### src/rtl/imem_port_arbiter_pkg.sv
// Shared definitions for the instruction-memory port arbiter: state encoding,
// default ack timeout and word width.
package imem_port_arbiter_pkg;

  localparam int WORD_W          = 32;
  localparam int ACK_TIMEOUT_DEF = 16;
  localparam int WAIT_CNT_W      = 8;

  typedef enum logic [1:0] {
    IDLE  = 2'd0,
    FETCH = 2'd1,
    AUX   = 2'd2
  } arb_state_t;

  // Registered memory-side request; held stable for the whole transaction.
  typedef struct packed {
    logic [WORD_W-1:0] addr;
    logic              write;
    logic [WORD_W-1:0] wdata;
  } mem_req_t;

endpackage

### src/rtl/imem_port_arbiter.sv
// Shares the single instruction-memory port between fetch and an aux requester.
// Optional round-robin arbitration is enabled by defining IMEM_ARB_FAIR_EN.
module imem_port_arbiter
  import imem_port_arbiter_pkg::*;
#(
  parameter int ACK_TIMEOUT = ACK_TIMEOUT_DEF
) (
  input  logic              CLK,
  input  logic              RESET,
  input  logic              F_Req,
  input  logic [WORD_W-1:0] F_Addr,
  input  logic              F_Flush,
  output logic              F_Valid,
  output logic [WORD_W-1:0] F_Data,
  output logic              F_Stall,
  input  logic              A_Req,
  input  logic [WORD_W-1:0] A_Addr,
  input  logic              A_Write,
  input  logic [WORD_W-1:0] A_WData,
  output logic              A_Valid,
  output logic [WORD_W-1:0] A_RData,
  output logic              M_Req,
  output logic [WORD_W-1:0] M_Addr,
  output logic              M_Write,
  output logic [WORD_W-1:0] M_WData,
  input  logic              M_Ack,
  input  logic [WORD_W-1:0] M_RData,
  output logic              Err
);

  arb_state_t            state, state_d;
  mem_req_t              mreq, mreq_d;
  logic                  m_req_d;
  logic [WAIT_CNT_W-1:0] wait_cnt, wait_cnt_d;
  logic                  discard, discard_d;
  logic                  f_valid_d, a_valid_d, err_d;
  logic [WORD_W-1:0]     f_data_d, a_rdata_d;
  logic                  f_elig, a_elig, grant_f, grant_a;
  logic                  timed_out, drop_f;
  logic                  unused_addr_bits;

  assign unused_addr_bits = ^F_Addr[1:0];

  assign M_Addr  = mreq.addr;
  assign M_Write = mreq.write;
  assign M_WData = mreq.wdata;
  assign F_Stall = F_Req & ~F_Valid;

  // A requester still sees its own Valid pulse this cycle, so its Req is stale.
  assign f_elig = F_Req & ~F_Flush & ~F_Valid;
  assign a_elig = A_Req & ~A_Valid;

`ifdef IMEM_ARB_FAIR_EN
  logic last_aux, last_aux_d;
  assign grant_f = f_elig & (~a_elig | last_aux);
`else
  assign grant_f = f_elig;
`endif
  assign grant_a = a_elig & ~grant_f;

  assign timed_out = (wait_cnt == WAIT_CNT_W'(ACK_TIMEOUT)) & ~M_Ack;
  // A flush arriving together with the ack still drops the data.
  assign drop_f    = discard | F_Flush;

  always_comb begin
    state_d    = state;
    mreq_d     = mreq;
    m_req_d    = M_Req;
    wait_cnt_d = wait_cnt;
    discard_d  = discard;
    f_valid_d  = 1'b0;
    a_valid_d  = 1'b0;
    err_d      = 1'b0;
    f_data_d   = F_Data;
    a_rdata_d  = A_RData;
`ifdef IMEM_ARB_FAIR_EN
    last_aux_d = last_aux;
`endif
    case (state)
      IDLE: begin
        wait_cnt_d = '0;
        discard_d  = 1'b0;
        if (grant_f) begin
          mreq_d  = '{addr: {F_Addr[WORD_W-1:2], 2'b00}, write: 1'b0, wdata: '0};
          m_req_d = 1'b1;
          state_d = FETCH;
`ifdef IMEM_ARB_FAIR_EN
          last_aux_d = 1'b0;
`endif
        end else if (grant_a) begin
          mreq_d  = '{addr: A_Addr, write: A_Write, wdata: A_WData};
          m_req_d = 1'b1;
          state_d = AUX;
`ifdef IMEM_ARB_FAIR_EN
          last_aux_d = 1'b1;
`endif
        end
      end
      FETCH: begin
        wait_cnt_d = wait_cnt + 1'b1;
        if (F_Flush) discard_d = 1'b1;
        if (M_Ack || timed_out) begin
          m_req_d      = 1'b0;
          mreq_d.write = 1'b0;
          discard_d    = 1'b0;
          state_d      = IDLE;
          err_d        = timed_out;
          if (!drop_f) begin
            f_valid_d = 1'b1;
            f_data_d  = M_Ack ? M_RData : '0;
          end
        end
      end
      AUX: begin
        wait_cnt_d = wait_cnt + 1'b1;
        if (M_Ack || timed_out) begin
          m_req_d      = 1'b0;
          mreq_d.write = 1'b0;
          state_d      = IDLE;
          err_d        = timed_out;
          a_valid_d    = 1'b1;
          a_rdata_d    = (M_Ack && !mreq.write) ? M_RData : '0;
        end
      end
      default: begin
        state_d = IDLE;
        m_req_d = 1'b0;
      end
    endcase
  end

  always_ff @(posedge CLK) begin
    if (RESET) begin
      state    <= IDLE;
      mreq     <= '0;
      M_Req    <= 1'b0;
      wait_cnt <= '0;
      discard  <= 1'b0;
      F_Valid  <= 1'b0;
      A_Valid  <= 1'b0;
      Err      <= 1'b0;
      F_Data   <= '0;
      A_RData  <= '0;
`ifdef IMEM_ARB_FAIR_EN
      last_aux <= 1'b0;
`endif
    end else begin
      state    <= state_d;
      mreq     <= mreq_d;
      M_Req    <= m_req_d;
      wait_cnt <= wait_cnt_d;
      discard  <= discard_d;
      F_Valid  <= f_valid_d;
      A_Valid  <= a_valid_d;
      Err      <= err_d;
      F_Data   <= f_data_d;
      A_RData  <= a_rdata_d;
`ifdef IMEM_ARB_FAIR_EN
      last_aux <= last_aux_d;
`endif
    end
  end

endmodule

### config.mk
export PLATFORM = sky130hd
export DESIGN_NAME = imem_port_arbiter
export DESIGN_NICKNAME = d
export VERILOG_FILES = /design/src/rtl/imem_port_arbiter_pkg.sv /design/src/rtl/imem_port_arbiter.sv
export SDC_FILE = /design/constraint.sdc
export NUM_CORES = 1
export LEC_CHECK = 0
export CAP_MARGIN = 25
export CELL_PAD_IN_SITES_DETAIL_PLACEMENT = 0
export CELL_PAD_IN_SITES_GLOBAL_PLACEMENT = 1
export CORE_MARGIN = 2
export CORE_UTILIZATION = 26
export DETAILED_ROUTE_END_ITERATION = 16
export PLACE_DENSITY_LB_ADDON = 0.1
export RECOVER_POWER = 50
export SYNTH_ARGS = -nofsm -noshare
export SYNTH_HDL_FRONTEND = slang
export SYNTH_SLANG_ARGS = --single-unit
### constraint.sdc
create_clock -name CLK -period 1.8 [get_ports CLK]
set_clock_uncertainty 0.1 [all_clocks]
set_input_delay 0.36 -clock CLK [delete_from_list [all_inputs] [get_ports CLK]]
set_output_delay 0.36 -clock CLK [all_outputs]
set_load 0.05 [all_outputs]
# After elaboration in Yosys (flattened, before gate mapping)
# Index checks and enable logic that the tools add are counted.
[word_totals]
regBits = 144
inputBits = 135
out_inout_bits = 134
wordCells = 72
[classes]
add_sub_neg = 1
n_eq_ne = 6
n_mux = 19
n_bitwise = 17
reduce_logical = 17
[op_table]
columns = ["op", "count"]
rows = [
  ["65-bit two-way mux", 2],
  ["32-bit two-way mux", 2],
  ["8-bit one-hot mux with 2 select lines", 1],
  ["1-bit NOT", 10],
  ["8-bit by 1-bit adder with 8-bit output (second input constant)", 1],
  ["8-bit by 5-bit equality test with 1-bit output (second input constant)", 1],
  ["2-bit AND reduction", 4],
  ["1-bit two-way mux", 7],
  ["1-bit AND", 6],
  ["2-bit two-way mux", 3],
  ["3-bit inequality test (second input constant)", 2],
  ["1-bit one-hot mux with 2 select lines", 3],
  ["3-bit AND reduction", 2],
  ["2-bit nonzero test", 3],
  ["3-bit OR reduction", 2],
  ["2-bit one-hot mux with 2 select lines", 1],
  ["2-bit OR reduction", 2],
  ["2-bit by 1-bit equality test with 1-bit output (second input constant)", 1],
  ["2-bit equality test (second input constant)", 1],
  ["2-bit logical NOT", 1],
  ["2-bit by 1-bit inequality test with 1-bit output (second input constant)", 1],
  ["1-bit logical AND", 1],
  ["1-bit logical NOT", 1],
  ["1-bit logical OR", 1],
  ["1-bit OR", 1],
]

# Depth between registers and ports, before layout
# Gate-level depths: netlist (run 1).
[logic_depth]
word_depth = 8
mapped_depth = 8
depth_no_buf = 6

# Worst setup path after synthesis (run 1)
# Ideal clock, no wire load.
[synth_timing]
path_type = "register -> register"
startpoint = "register F_Valid"
endpoint = "register mreq, in the netlist M_Addr[0]"
setup_ns = 0.070
t_arrival_ns = 1.762
required_ns = 1.630
path_slack_ns = -0.132
path_stages_with_launch = 7
n_path_buf = 3
period_less_slack_ns = 1.932
path_cell_list = "dfxtp_1 or3b_1 buf_2 clkbuf_1 clkbuf_1 nand3_1 a21oi_1"
[synth_between]
elab_chain_cells = 6
word_cells_on_any_way = 7
classes_between = "mux (1); bitwise (4); reduce/logical (2)"
[synth_lines]
columns = ["item", "line", "text"]
rows = [
  ["start, declared", "imem_port_arbiter.sv:13", "output logic F_Valid,"],
  ["start signal, assigned", "imem_port_arbiter.sv:153", "F_Valid <= f_valid_d;"],
  ["1-bit NOT (*)", "imem_port_arbiter.sv:50", "assign f_elig = F_Req & ~F_Flush & ~F_Valid;"],
  ["1-bit AND (*)", "imem_port_arbiter.sv:50", ""],
  ["1-bit NOT", "imem_port_arbiter.sv:59", "assign grant_a = a_elig & ~grant_f;"],
  ["1-bit AND", "imem_port_arbiter.sv:59", ""],
  ["2-bit nonzero test (no source line)", "n/a", ""],
  ["2-bit AND reduction (no source line)", "n/a", ""],
  ["end signal, assigned", "imem_port_arbiter.sv:149", "mreq <= mreq_d;"],
  ["end, declared", "imem_port_arbiter.sv:32", "mem_req_t mreq, mreq_d;"],
]
# Every way passes the cells marked *; elsewhere a longest branch is shown, timed or not.
# A chain may end at the register's enable or synchronous reset.

# Worst setup path in the final report (run 1)
[layout_timing]
startpoint = "register F_Valid"
endpoint = "register mreq, in the netlist M_WData[3]"
# Same word-level chain as after synthesis.

==> impl_summary.log, run 1 <==
INFO  metric cts.reportedPaths.clkPinSlew = around 0.060 ns
INFO  metric port_buffers = 266
INFO  metric worst_margin_pin_slew = between 0.5 and 0.6 ns
INFO  metric synth_cell_type_count = 30
INFO  metric utilization = 41.7%
INFO  metric grt_pass1_wl = 32.7 mm
INFO  metric postRouteWirelength = roughly 21 mm
INFO  metric syn_area = about 5900 um2
INFO  metric synth_top_area_share = approximately 49%
INFO  metric critical_path_peak_fanout = 17
INFO  metric viasPerCell = ~4.7
INFO  metric average_cell_area_after_synthesis = 8.39 um2
INFO  metric timing.hold.worst_endpoint = F_Data[1]$_SDFFE_PP0P_
INFO  metric final_report_max_slew_violation_count = 0
INFO  metric leakage = between 3 and 4 nW
INFO  metric yosys_warnings = 0
INFO  metric initial_standard_cell_utilization_of_the_core = between 20% and 30%
INFO  metric clock.fmax = between 500 and 600 MHz
INFO  metric clk_latency = about 0.42 ns
INFO  metric floorplan.die.width = roughly 150 um
INFO  metric power_density = 1010 nW/um2
INFO  metric finalWeightedCongestion = between 0.7 and 0.8
INFO  metric area_growth_syn_to_layout = 56.5%
INFO  metric initial_antenna_violation_count = 2
INFO  metric netlist_top_cells_area = sky130_fd_sc_hd__dfxtp_1 49%, sky130_fd_sc_hd__nand2_1 8.5%, sky130_fd_sc_hd__a21oi_1 6.4%, sky130_fd_sc_hd__nand3_1 6.1%, sky130_fd_sc_hd__mux2i_1 5.6%
INFO  metric critPathArrivalTime = roughly 2 ns
INFO  metric min_period = between 1.5 and 2 ns
INFO  metric yosysSeqAreaShare = approximately 50%
INFO  metric power.ir.vdd_worst = just over 0.6 mV
INFO  metric cts_sinks = between 100 and 150
INFO  metric drv_cap = 0
INFO  metric grt_start_max_net_pins = 56
INFO  metric element_type_at_the_critical_path_end = flip-flop
INFO  metric worstReg2RegStart = F_Valid$_SDFF_PP0_
INFO  metric cp.required = ~2 ns
INFO  metric tritoncts_clock_tree = yes
INFO  metric placement.setup.worst_slack = -0.621 ns
INFO  metric ctsHoldBuffers = 0
INFO  metric layout.cells.most_common = sky130_fd_sc_hd__dfxtp_1
INFO  metric critPathLaunchType = flip-flop
INFO  metric nFillCells = about 2200
INFO  metric worst-setup-path-type = flip-flop to flip-flop
INFO  metric timing.hold.worst.start = RESET
INFO  metric reg2reg_setup_slack = around 0.095 ns
INFO  metric placement.cell_area = around 8700 um2
INFO  metric finish.instance_area = 9160 um2
INFO  metric final-hold-violation-count = 0
INFO  metric ys_seq_elements = about 140
INFO  metric drt-pass1-iter-count = 5
INFO  metric final.period_utilization = 94.7%
INFO  metric mappedNetlistNets = 838
INFO  metric finalSetupViolCount = 0
INFO  metric cell_count_of_the_worst_hold_path = 2
INFO  metric detailed_place_hpwl = approximately 14 mm
INFO  metric fraction_of_final_layout_cells_with_drive_strength_greater_than_1 = 23.0%
INFO  metric synthCells = approximately 700
INFO  metric min-delay-path-class = primary input to flip-flop
INFO  metric reg2reg_depth = 7
INFO  metric mostFrequentLayoutCells = 141 x sky130_fd_sc_hd__dfxtp_1, 132 x sky130_fd_sc_hd__nand2_1, 129 x sky130_fd_sc_hd__clkdlybuf4s50_1, 123 x sky130_fd_sc_hd__clkbuf_2, 72 x sky130_fd_sc_hd__a21oi_1
INFO  metric cts_max_level = 4
INFO  metric die_h = approximately 150 um
INFO  metric cts_buffers = 17
INFO  metric relSlewSlack = 64.3%
INFO  metric routed-via-count = ~5900
INFO  metric regToRegEndpoint = M_WData[3]$_SDFFE_PP0P_
INFO  metric run_status = complete, no violations
INFO  metric design.portCount = between 200 and 300
INFO  metric drt.antenna.violating_nets = 0
INFO  metric remaining_drc_errors = 0
INFO  metric drt_iter0_drc = 238
INFO  metric combined_global_route_utilization_of_all_metal_layers = between 10% and 20%
INFO  metric dieArea = approximately 24000 um2
INFO  metric rsz0062_at_grt = true
INFO  metric clock_path_buffers = 2
INFO  metric clock_tree.root_cell = sky130_fd_sc_hd__clkbuf_16
INFO  metric finalWorstSetupSlack = around 0.095 ns
INFO  metric remaining_global_route_overflow = 0
INFO  metric design.core.area = 22000 um2
INFO  metric core.rowCount = 54
INFO  metric route.detailed.wl_per_inst = 16.7 um
INFO  metric fin_nets = 1105
INFO  metric number_of_global_route_vias_before_repair = 5952
INFO  metric synth_top_cell_by_area = sky130_fd_sc_hd__dfxtp_1
-- synth_stat cells, drive strengths merged --
master,count
nand2b,35
nand3,71
nand2,132
nor3,5
nor3b,2
a21boi,1
and4bb,1
and3,1
mux2i,33
buf,15
xnor2,2
a21oi,75
dfxtp,144
a311oi,31
o21ai,35
or3b,1
inv,4
and2,2
a21o,2
and4b,1
nor2,41
xor2,5
o21bai,1
clkbuf,46
nor2b,5
ha,6
-- registers in the layout, summed over array words and instances (netlist names) --
register / flops
A_RData: 32
F_Data: 32
M_Addr: 32
M_WData: 32
wait_cnt: 8
state: 2
A_Valid: 1
Err: 1
F_Valid: 1
M_Req: 1
M_Write: 1
discard: 1
-- what timing repair did --
| item | CTS | global route |
|---|---|---|
| setup endpoints to repair | 79 | 98 |
| resized for setup | 8 | 13 |
| pin swaps | 14 | 8 |
| buffers inserted | 4 | 0 |
| gates cloned | 3 | 1 |
-- power breakdown --
group	switching, mW	internal (mW)	total [mW]
Clock	1.46	2.02	3.48
Sequential	0.112	3.39	3.50
Combinational	1.40	0.848	2.25
-- through the flow --
| stage | std cells | power, mW | hold slack [ns] | TNS [ns] |
|---|---|---|---|---|
| global route | 1258 | 9.64 | 0.168 | -0.0928 |
| global placement | 1218 | 5.75 | 0.340 | -35.52 |
| finish | 1258 | 9.22 | 0.166 | 0 |
| CTS | 1257 | 9.43 | 0.152 | 0 |
| detailed placement | 1218 | 5.78 | 0.344 | -39.71 |
| floorplan | 697 | 4.85 | 0.350 | 0 |
-- how the worst max path moves through the flow --
stage,to,from,slack (ns)
floorplan,M_Addr[0]$_SDFFE_PP0P_,F_Valid$_SDFF_PP0_,0.05
global placement,M_Addr[25]$_SDFFE_PP0P_,F_Req,-0.53
detailed placement,M_Addr[25]$_SDFFE_PP0P_,F_Req,-0.62
CTS,M_Addr[15]$_SDFFE_PP0P_,F_Valid$_SDFF_PP0_,0.005
global route,A_RData[25]$_SDFFE_PP0P_,wait_cnt[0]$_SDFFE_PP0P_,-0.03
finish,M_WData[3]$_SDFFE_PP0P_,F_Valid$_SDFF_PP0_,0.1
-- routing by layer --
metal / routed length [um] / share of wire [%] / track usage [%] / vias to the layer above
met5: 11 / 0.052 / 0 / -
met4: 401 / 1.9 / 6.05 / 2
met3: 1620 / 7.7 / 6.40 / 27
met2: 10100 / 48 / 28.7 / 182
met1: 8910 / 42 / 21.2 / 2805
li1: - / - / - / 2922
-- worst max-delay path, stage by stage, from the launching register on --
cell and delay, ns:
sky130_fd_sc_hd__dfxtp_2 0.31, sky130_fd_sc_hd__or3b_4 0.39, sky130_fd_sc_hd__a21boi_4 0.17, sky130_fd_sc_hd__buf_4 0.13, sky130_fd_sc_hd__buf_6 0.11, sky130_fd_sc_hd__buf_12 0.14
sky130_fd_sc_hd__nand3_1 0.08, sky130_fd_sc_hd__a21oi_1 0.19
-- final cells by class --
| type | instances | area (um2) | share of cell area (%) |
|---|---|---|---|
| Tap cell | 280 | 350 | 3.83 |
| Timing Repair Buffer | 309 | 2590 | 28.3 |
| Inverter | 4 | 15.0 | 0.164 |
| Antenna cell | 1 | 2.50 | 0.0273 |
| Clock buffer | 21 | 470 | 5.14 |
| Sequential cell | 144 | 2890 | 31.5 |
| Clock inverter | 11 | 103 | 1.12 |
| Multi-Input combinational cell | 488 | 2740 | 29.9 |
-- logic make-up (layout without fill, tap and decap cells) --
kind of cell,Yosys count,in the layout,share of synthesized area [%]
muxes,33,33,5.65
xor gates and xnor gates,7,7,1.05
adders and majority gates,6,6,1.28
other,0,1,0
buffers and inverters,65,345,5.00
AOI/OAI and AO/OA,145,145,14.8
and+or+nand+nor,297,297,23.0
DFF,144,144,49.3
(Power assumes the default switching activity.)
==> inputs of run 2 (changes only) <==
- SKIP_CTS_REPAIR_TIMING: default -> 1
==> run 2 against run 1 <==
Non-clock buffer count rose by 1. Sequential share of layout area decreased by 0.69 points. Routed wire length increased by 0.33%. Largest cell class unchanged. Largest power group unchanged. Highest routed layer unchanged. Combinational power increased by 3%.
==> impl_summary.log, run 2 (synthesis gave the netlist of run 1 again) <==
INFO  metric area_growth_syn_to_layout = 60.1%
INFO  metric tritoncts_clock_tree = yes
INFO  metric p_switching = 2.97 mW (about the same)
INFO  metric layout.cells.non_filler = 1259 (+0.079%)
INFO  metric p_comb_share = 24.8% (+0.4 points)
INFO  metric remaining_global_route_overflow = 0 (unchanged)
INFO  metric combined_global_route_utilization_of_all_metal_layers = 16.9% (-0.57 points)
INFO  metric final.period_utilization = 96.1% (+1.4 points)
INFO  metric critPathArrivalTime = 1.95 ns (about the same)
INFO  metric floorplan.die.width = 154 um (unchanged)
INFO  metric design.core.area = 22000 um2 (unchanged)
INFO  metric worst-setup-path-type = flip-flop to flip-flop
INFO  metric initial_antenna_violation_count = 2 (unchanged)
INFO  metric core.rowCount = 54 (unchanged)
INFO  metric layout.cells.most_common = sky130_fd_sc_hd__dfxtp_1
INFO  metric element_type_at_the_critical_path_end = flip-flop
INFO  metric final-hold-violation-count = 0 (unchanged)
INFO  metric finalWeightedCongestion = 0.741 (unchanged)
INFO  metric leakage = 3.74 nW (+2.3%)
INFO  metric design.portCount = 269 (unchanged)
INFO  metric utilization = 42.6% (+0.94 points)
INFO  metric postRouteWirelength = 21.1 mm (+0.33%)
INFO  metric cp.required = 2.02 ns (-0.02 ns)
INFO  metric drt-pass1-iter-count = 7 (+2)
INFO  metric clock_power_share = 37.4% (-0.3 points)
INFO  metric critPathLaunchType = flip-flop
INFO  metric run_status = complete, no violations
INFO  metric final_report_max_slew_violation_count = 0 (unchanged)
INFO  metric clock.fmax = 578 MHz (-1.5%)
INFO  metric grt_pass1_wl = 31.8 mm (-3.0%)
INFO  metric initial_standard_cell_utilization_of_the_core = 26.6% (unchanged)
INFO  metric number_of_global_route_vias_before_repair = 5828 (-2.1%)
INFO  metric power.share.switching = 32.0% (-0.20 points)
INFO  metric rsz0062_at_grt = true
INFO  metric drv_cap = 0 (unchanged)
INFO  metric power_frac_seq = 37.7% (-0.2 points)
INFO  metric drt.antenna.violating_nets = 0 (unchanged)
INFO  metric cts_sinks = 144 (unchanged)
INFO  metric drt_iter0_drc = 264 (+11%)
INFO  metric viasPerCell = 4.74 (+0.32%)
INFO  metric route.detailed.wl_per_inst = 16.8 um (+0.25%)
INFO  metric dieArea = 23700 um2 (unchanged)
INFO  metric cts_max_level = 4 (unchanged)
INFO  metric cts_buffers = 17 (unchanged)
INFO  metric internal_power = 6.32 mW (+0.96%)
INFO  metric die_h = 154 um (unchanged)
INFO  metric clk_latency = 0.42 ns (about the same)
INFO  metric power.ir.vdd_worst = 0.620 mV (+1.7%)
INFO  metric cts.reportedPaths.clkPinSlew = 0.06 ns (about the same)
INFO  metric worst_margin_pin_slew = 0.510 ns (-0.0250 ns)
INFO  metric relSlewSlack = 66.0% (+1.7 points)
INFO  metric remaining_drc_errors = 0 (unchanged)
INFO  metric port_buffers = 266 (unchanged)
INFO  metric power_density = 991 nW/um2 (-1.6%)
INFO  metric fraction_of_final_layout_cells_with_drive_strength_greater_than_1 = 22.9% (-0.13 points)
INFO  metric number_of_placed_instances_taps_included = 1218 (unchanged)
INFO  metric finalSetupViolCount = 0 (unchanged)
INFO  metric min-delay-path-class = primary input to flip-flop
INFO  metric routed-via-count = 5962 (+0.40%)
INFO  metric mostFrequentLayoutCells = 141 x sky130_fd_sc_hd__dfxtp_1, 132 x sky130_fd_sc_hd__nand2_1, 129 x sky130_fd_sc_hd__clkdlybuf4s50_1, 123 x sky130_fd_sc_hd__buf_4, 73 x sky130_fd_sc_hd__a21oi_1
INFO  metric fin_nets = 1106 (+0.090%)
INFO  metric detailed_place_hpwl = 14.4 mm (unchanged)
INFO  metric clock_tree.root_cell = sky130_fd_sc_hd__clkbuf_16
INFO  metric critical_path_peak_fanout = 15 (-2)
INFO  metric min_period = 1.73 ns (+0.0256 ns)
INFO  metric clock_path_buffers = 2 (unchanged)
INFO  metric grt_start_max_net_pins = 62 (+11%)
-- run 2: final cells by class --
cell class              count  area [um2]
well taps                 280         350
multi-input cells         488        2740
inverters                   4        15.0
repair buffers            310        2800
clock buffers              21         470
fillers                  2173       12600
flip-flops and latches    144        2890
diodes                      1        2.50
clock inverters            11         103
-- run 2: worst max-delay path: stages (launching register included) --
cell,delay (ns)
sky130_fd_sc_hd__dfxtp_2,0.32
sky130_fd_sc_hd__or3b_4,0.42
sky130_fd_sc_hd__a21boi_4,0.20
sky130_fd_sc_hd__buf_6,0.13
sky130_fd_sc_hd__clkbuf_16,0.16
sky130_fd_sc_hd__nor2_1,0.05
sky130_fd_sc_hd__a311oi_1,0.25
-- run 2: power groups by stage --
stage | clock, mW | combinational (mW) | sequential [mW]
floorplan | 0 | 0.643 | 4.20
global placement | 0 | 2.19 | 3.56
detailed placement | 0 | 2.21 | 3.57
CTS | 3.58 | 2.21 | 3.50
global route | 3.72 | 2.45 | 3.52
finish | 3.48 | 2.31 | 3.50
-- run 2: metal layers --
layer	vias to the layer above	track usage [%]	part of all wire (%)
met3	20	6.26	7.8
met2	186	27.8	48
li1	2922	-	-
met4	2	5.70	1.4
met5	-	0	0.052
met1	2832	20.5	43
-- run 2: worst paths after layout --
check,startpoint,end,slack (ns),cells past startpoint
setup / recovery,F_Valid$_SDFF_PP0_,M_Addr[12]$_SDFFE_PP0P_,0.07,6
setup reg to reg,F_Valid$_SDFF_PP0_,M_Addr[12]$_SDFFE_PP0P_,0.07,6
hold reg to reg,M_WData[8]$_SDFFE_PP0P_,M_WData[8]$_SDFFE_PP0P_,0.35,2
hold / removal,RESET,F_Data[0]$_SDFFE_PP0P_,0.17,2
-- run 2: stage by stage --
step | setup slack [ns] | power, mW | setup TNS, ns | instance area [um2] | hold slack [ns]
final | 0.0697 | 9.28 | 0 | 9370 | 0.168
after floorplan | 0.0501 | 4.85 | 0 | 5860 | 0.350
after detailed placement | -0.621 | 5.78 | -39.71 | 8690 | 0.344
after global routing | -0.0396 | 9.69 | -0.252 | 9370 | 0.168
after global placement | -0.530 | 5.75 | -35.52 | 8690 | 0.340
after CTS | -0.177 | 9.29 | -5.93 | 9270 | 0.152
==> inputs of run 3 (changes only) <==
- CORE_MARGIN: 2 -> 5
- CORE_UTILIZATION: 26 -> 29
- clock period: 1.8 -> 1.6 ns (I/O delays scaled with it)
==> run 3 against run 2 <==
The run now ends with setup timing left. Sequential power up 14%. Utilization up 11 points. First-iteration DRC count down 4.2%. Final area increased by 15%. Setup slack lost 0.26 ns. Die area down 2.5%. Global-route usage is 0.99 points higher. Register-to-register slack got worse by 0.26 ns. Count of clock-buffer cells in the layout is 1 higher. Hold slack improved by 0.078 ns.
==> impl_summary.log, run 3 (synthesis gave the netlist of run 1 again) <==
INFO  metric critPathLaunchType = flip-flop
INFO  metric min-delay-path-class = primary input to flip-flop
INFO  metric finalWorstSetupSlack = -0.192 ns (-0.261 ns)
INFO  metric run_status = finished with violations
INFO  metric dieArea = 23100 um2 (-2.5%)
INFO  metric cpLargestDelayFamily = compound AO/OA/AOI/OAI gates
INFO  metric final_report_max_slew_violation_count = 0 (unchanged)
INFO  metric drt_iter0_drc = 253 (-4.2%)
INFO  metric area_growth_syn_to_layout = 84.3%
INFO  metric final-hold-violation-count = 0 (unchanged)
INFO  metric initial_antenna_violation_count = 0 (-2)
INFO  metric cts.reportedPaths.clkPinSlew = 0.06 ns (about the same)
INFO  metric viasPerCell = 4.79 (+1.2%)
INFO  metric finalWeightedCongestion = 0.794 (+7.1%)
INFO  metric finalSetupViolCount = 110 (+110)
INFO  metric cts_max_level = 4 (unchanged)
INFO  metric clock_path_buffers = 2 (unchanged)
INFO  metric design.portCount = 269 (unchanged)
INFO  metric layout.cells.non_filler = 1274 (+1.2%)
INFO  metric remaining_drc_errors = 0 (unchanged)
INFO  metric combined_global_route_utilization_of_all_metal_layers = 17.9% (+0.99 points)
INFO  metric routed-via-count = 6107 (+2.4%)
INFO  metric clock.fmax = 558 MHz (-3.4%)
INFO  metric nFillCells = 1819 (-16%)
INFO  metric worst-setup-path-type = flip-flop to flip-flop
INFO  metric fraction_of_final_layout_cells_with_drive_strength_greater_than_1 = 30.8% (+7.9 points)
INFO  metric number_of_placed_instances_taps_included = 1216 (-0.16%)
INFO  metric path_buf_inv = 2 (unchanged)
INFO  metric die_h = 152 um (-1.3%)
INFO  metric initial_standard_cell_utilization_of_the_core = 29.2% (+2.6 points)
INFO  metric route.detailed.wl_per_inst = 18.4 um (+9.8%)
INFO  metric min_period = 1.79 ns (+0.0614 ns)
INFO  metric remaining_global_route_overflow = 0 (unchanged)
INFO  metric floorplan.die.width = 152 um (-1.3%)
INFO  metric cpPeakStageDelay = 0.40 ns (-0.02 ns)
INFO  metric leakage = 4.17 nW (+11%)
INFO  metric hold-worst-slack = 0.245 ns (+0.0777 ns)
INFO  metric grt_pass1_wl = 33.6 mm (+5.9%)
INFO  metric cts_buffers = 17 (unchanged)
INFO  metric clock_tree.root_cell = sky130_fd_sc_hd__clkbuf_16
INFO  metric critPathArrivalTime = 2.01 ns (+0.06 ns)
INFO  metric grt_start_max_net_pins = 54 (-13%)
INFO  metric detailed_place_hpwl = 15.9 mm (+11%)
INFO  metric rsz0062_at_grt = true
INFO  metric power_density = 1060 nW/um2 (+6.5%)
INFO  metric mostFrequentLayoutCells = 140 x sky130_fd_sc_hd__dfxtp_1, 132 x sky130_fd_sc_hd__nand2_1, 129 x sky130_fd_sc_hd__clkdlybuf4s50_1, 74 x sky130_fd_sc_hd__buf_12, 71 x sky130_fd_sc_hd__clkbuf_2
INFO  metric drv_cap = 0 (unchanged)
INFO  metric failing_checks = setup timing
INFO  metric critical-path-slowest-cell = sky130_fd_sc_hd__or3b_4
INFO  metric tritoncts_clock_tree = yes
INFO  metric relSlewSlack = 76.0% (+10 points)
INFO  metric postRouteWirelength = 23.5 mm (+11%)
INFO  metric worstPathCellList = or3b_4 -> a21boi_4 -> buf_12 -> buf_16 -> nor2_1 -> a311oi_1
INFO  metric critical_path_peak_fanout = 9 (-6)
INFO  metric worst_margin_pin_slew = 0.359 ns (-0.152 ns)
INFO  metric design.core.area = 20000 um2 (-8.7%)
INFO  metric utilization = 53.8% (+11 points)
INFO  metric element_type_at_the_critical_path_end = flip-flop
INFO  metric power.ir.vdd_worst = 0.710 mV (+15%)
INFO  metric drt.antenna.violating_nets = 0 (unchanged)
INFO  metric drt-pass1-iter-count = 4 (-3)
INFO  metric clk_latency = 0.42 ns (about the same)
INFO  metric port_buffers = 266 (unchanged)
INFO  metric layout.cells.most_common = sky130_fd_sc_hd__dfxtp_1
INFO  metric number_of_global_route_vias_before_repair = 5996 (+2.9%)
INFO  metric final.period_utilization = 112% (+16 points)
INFO  metric fin_nets = 1132 (+2.4%)
INFO  metric cp.required = 1.82 ns (-0.20 ns)
INFO  metric cts_sinks = 144 (unchanged)
INFO  metric core.rowCount = 52 (-3.7%)
run 3: cell types whose count changed in the layout (fill, tap and decap cells not counted), moves of 10 or more:
| cell | delta |
|---|---|
| sky130_fd_sc_hd__buf_4 | -92 |
| sky130_fd_sc_hd__buf_12 | +62 |
| sky130_fd_sc_hd__clkbuf_2 | +37 |
| sky130_fd_sc_hd__o21ai_0 | -33 |
| sky130_fd_sc_hd__o21ai_1 | +23 |
| sky130_fd_sc_hd__a21oi_1 | -13 |
| sky130_fd_sc_hd__a21oi_2 | +12 |
| sky130_fd_sc_hd__nor2_1 | -12 |
| sky130_fd_sc_hd__nand3_1 | -10 |
| sky130_fd_sc_hd__nand3_2 | +10 |
run 3: report_power, final:
part,internal [mW],switching [mW],total (mW)
registers,3.81,0.191,4.00
clock network,2.73,1.53,4.25
logic,1.42,1.71,3.13
run 3: final cells by class:
cell class	instances	area, um2	area share [%]
Clock inverter	9	156	1.45
Sequential cell	144	2890	26.8
Timing Repair Buffer	336	3880	36.0
Antenna cell	1	2.50	0.0232
Tap cell	270	338	3.13
Multi-Input combinational cell	488	3020	28.0
Clock buffer	22	474	4.40
Inverter	4	15.0	0.139
run 3: worst paths after layout:
kind                                                from                       end  slack [ns]  cells past startpoint
worst max-delay path                  F_Valid$_SDFF_PP0_    M_Addr[6]$_SDFFE_PP0P_       -0.19                      6
worst min-delay path                             F_Flush      discard$_SDFFE_PP0P_        0.25                      4
worst max register to register        F_Valid$_SDFF_PP0_    M_Addr[6]$_SDFFE_PP0P_       -0.19                      6
worst min register to register  M_WData[13]$_SDFFE_PP0P_  M_WData[13]$_SDFFE_PP0P_        0.36                      2
run 3: tightest hold or removal path, delay by kind of cell:
family	cells	cell delay (ns)
buf+inv	2	0.29
compound gates	1	0.05
simple gates	1	0.05
run 3: metal layers:
| metal | GRT usage [%] | up-vias | wire, um |
|---|---|---|---|
| met3 | 6.06 | 31 | 1400 |
| met5 | 0 | - | 0 |
| met1 | 22.0 | 2886 | 10400 |
| li1 | - | 2980 | - |
| met2 | 29.5 | 210 | 11200 |
| met4 | 6.04 | 0 | 474 |
run 3: per-stage QoR:
step	cell area [um2]	total power, mW	TNS, ns	setup slack [ns]
2_1_floorplan	5920	5.48	-6.85	-0.106
3_3_place_gp	10400	7.08	-63.66	-0.728
3_5_place_dp	10400	7.13	-67.79	-0.820
4_1_cts	11000	11.4	-27.65	-0.387
5_1_grt	10800	11.8	-21.77	-0.287
6_report	10800	11.4	-13.91	-0.192
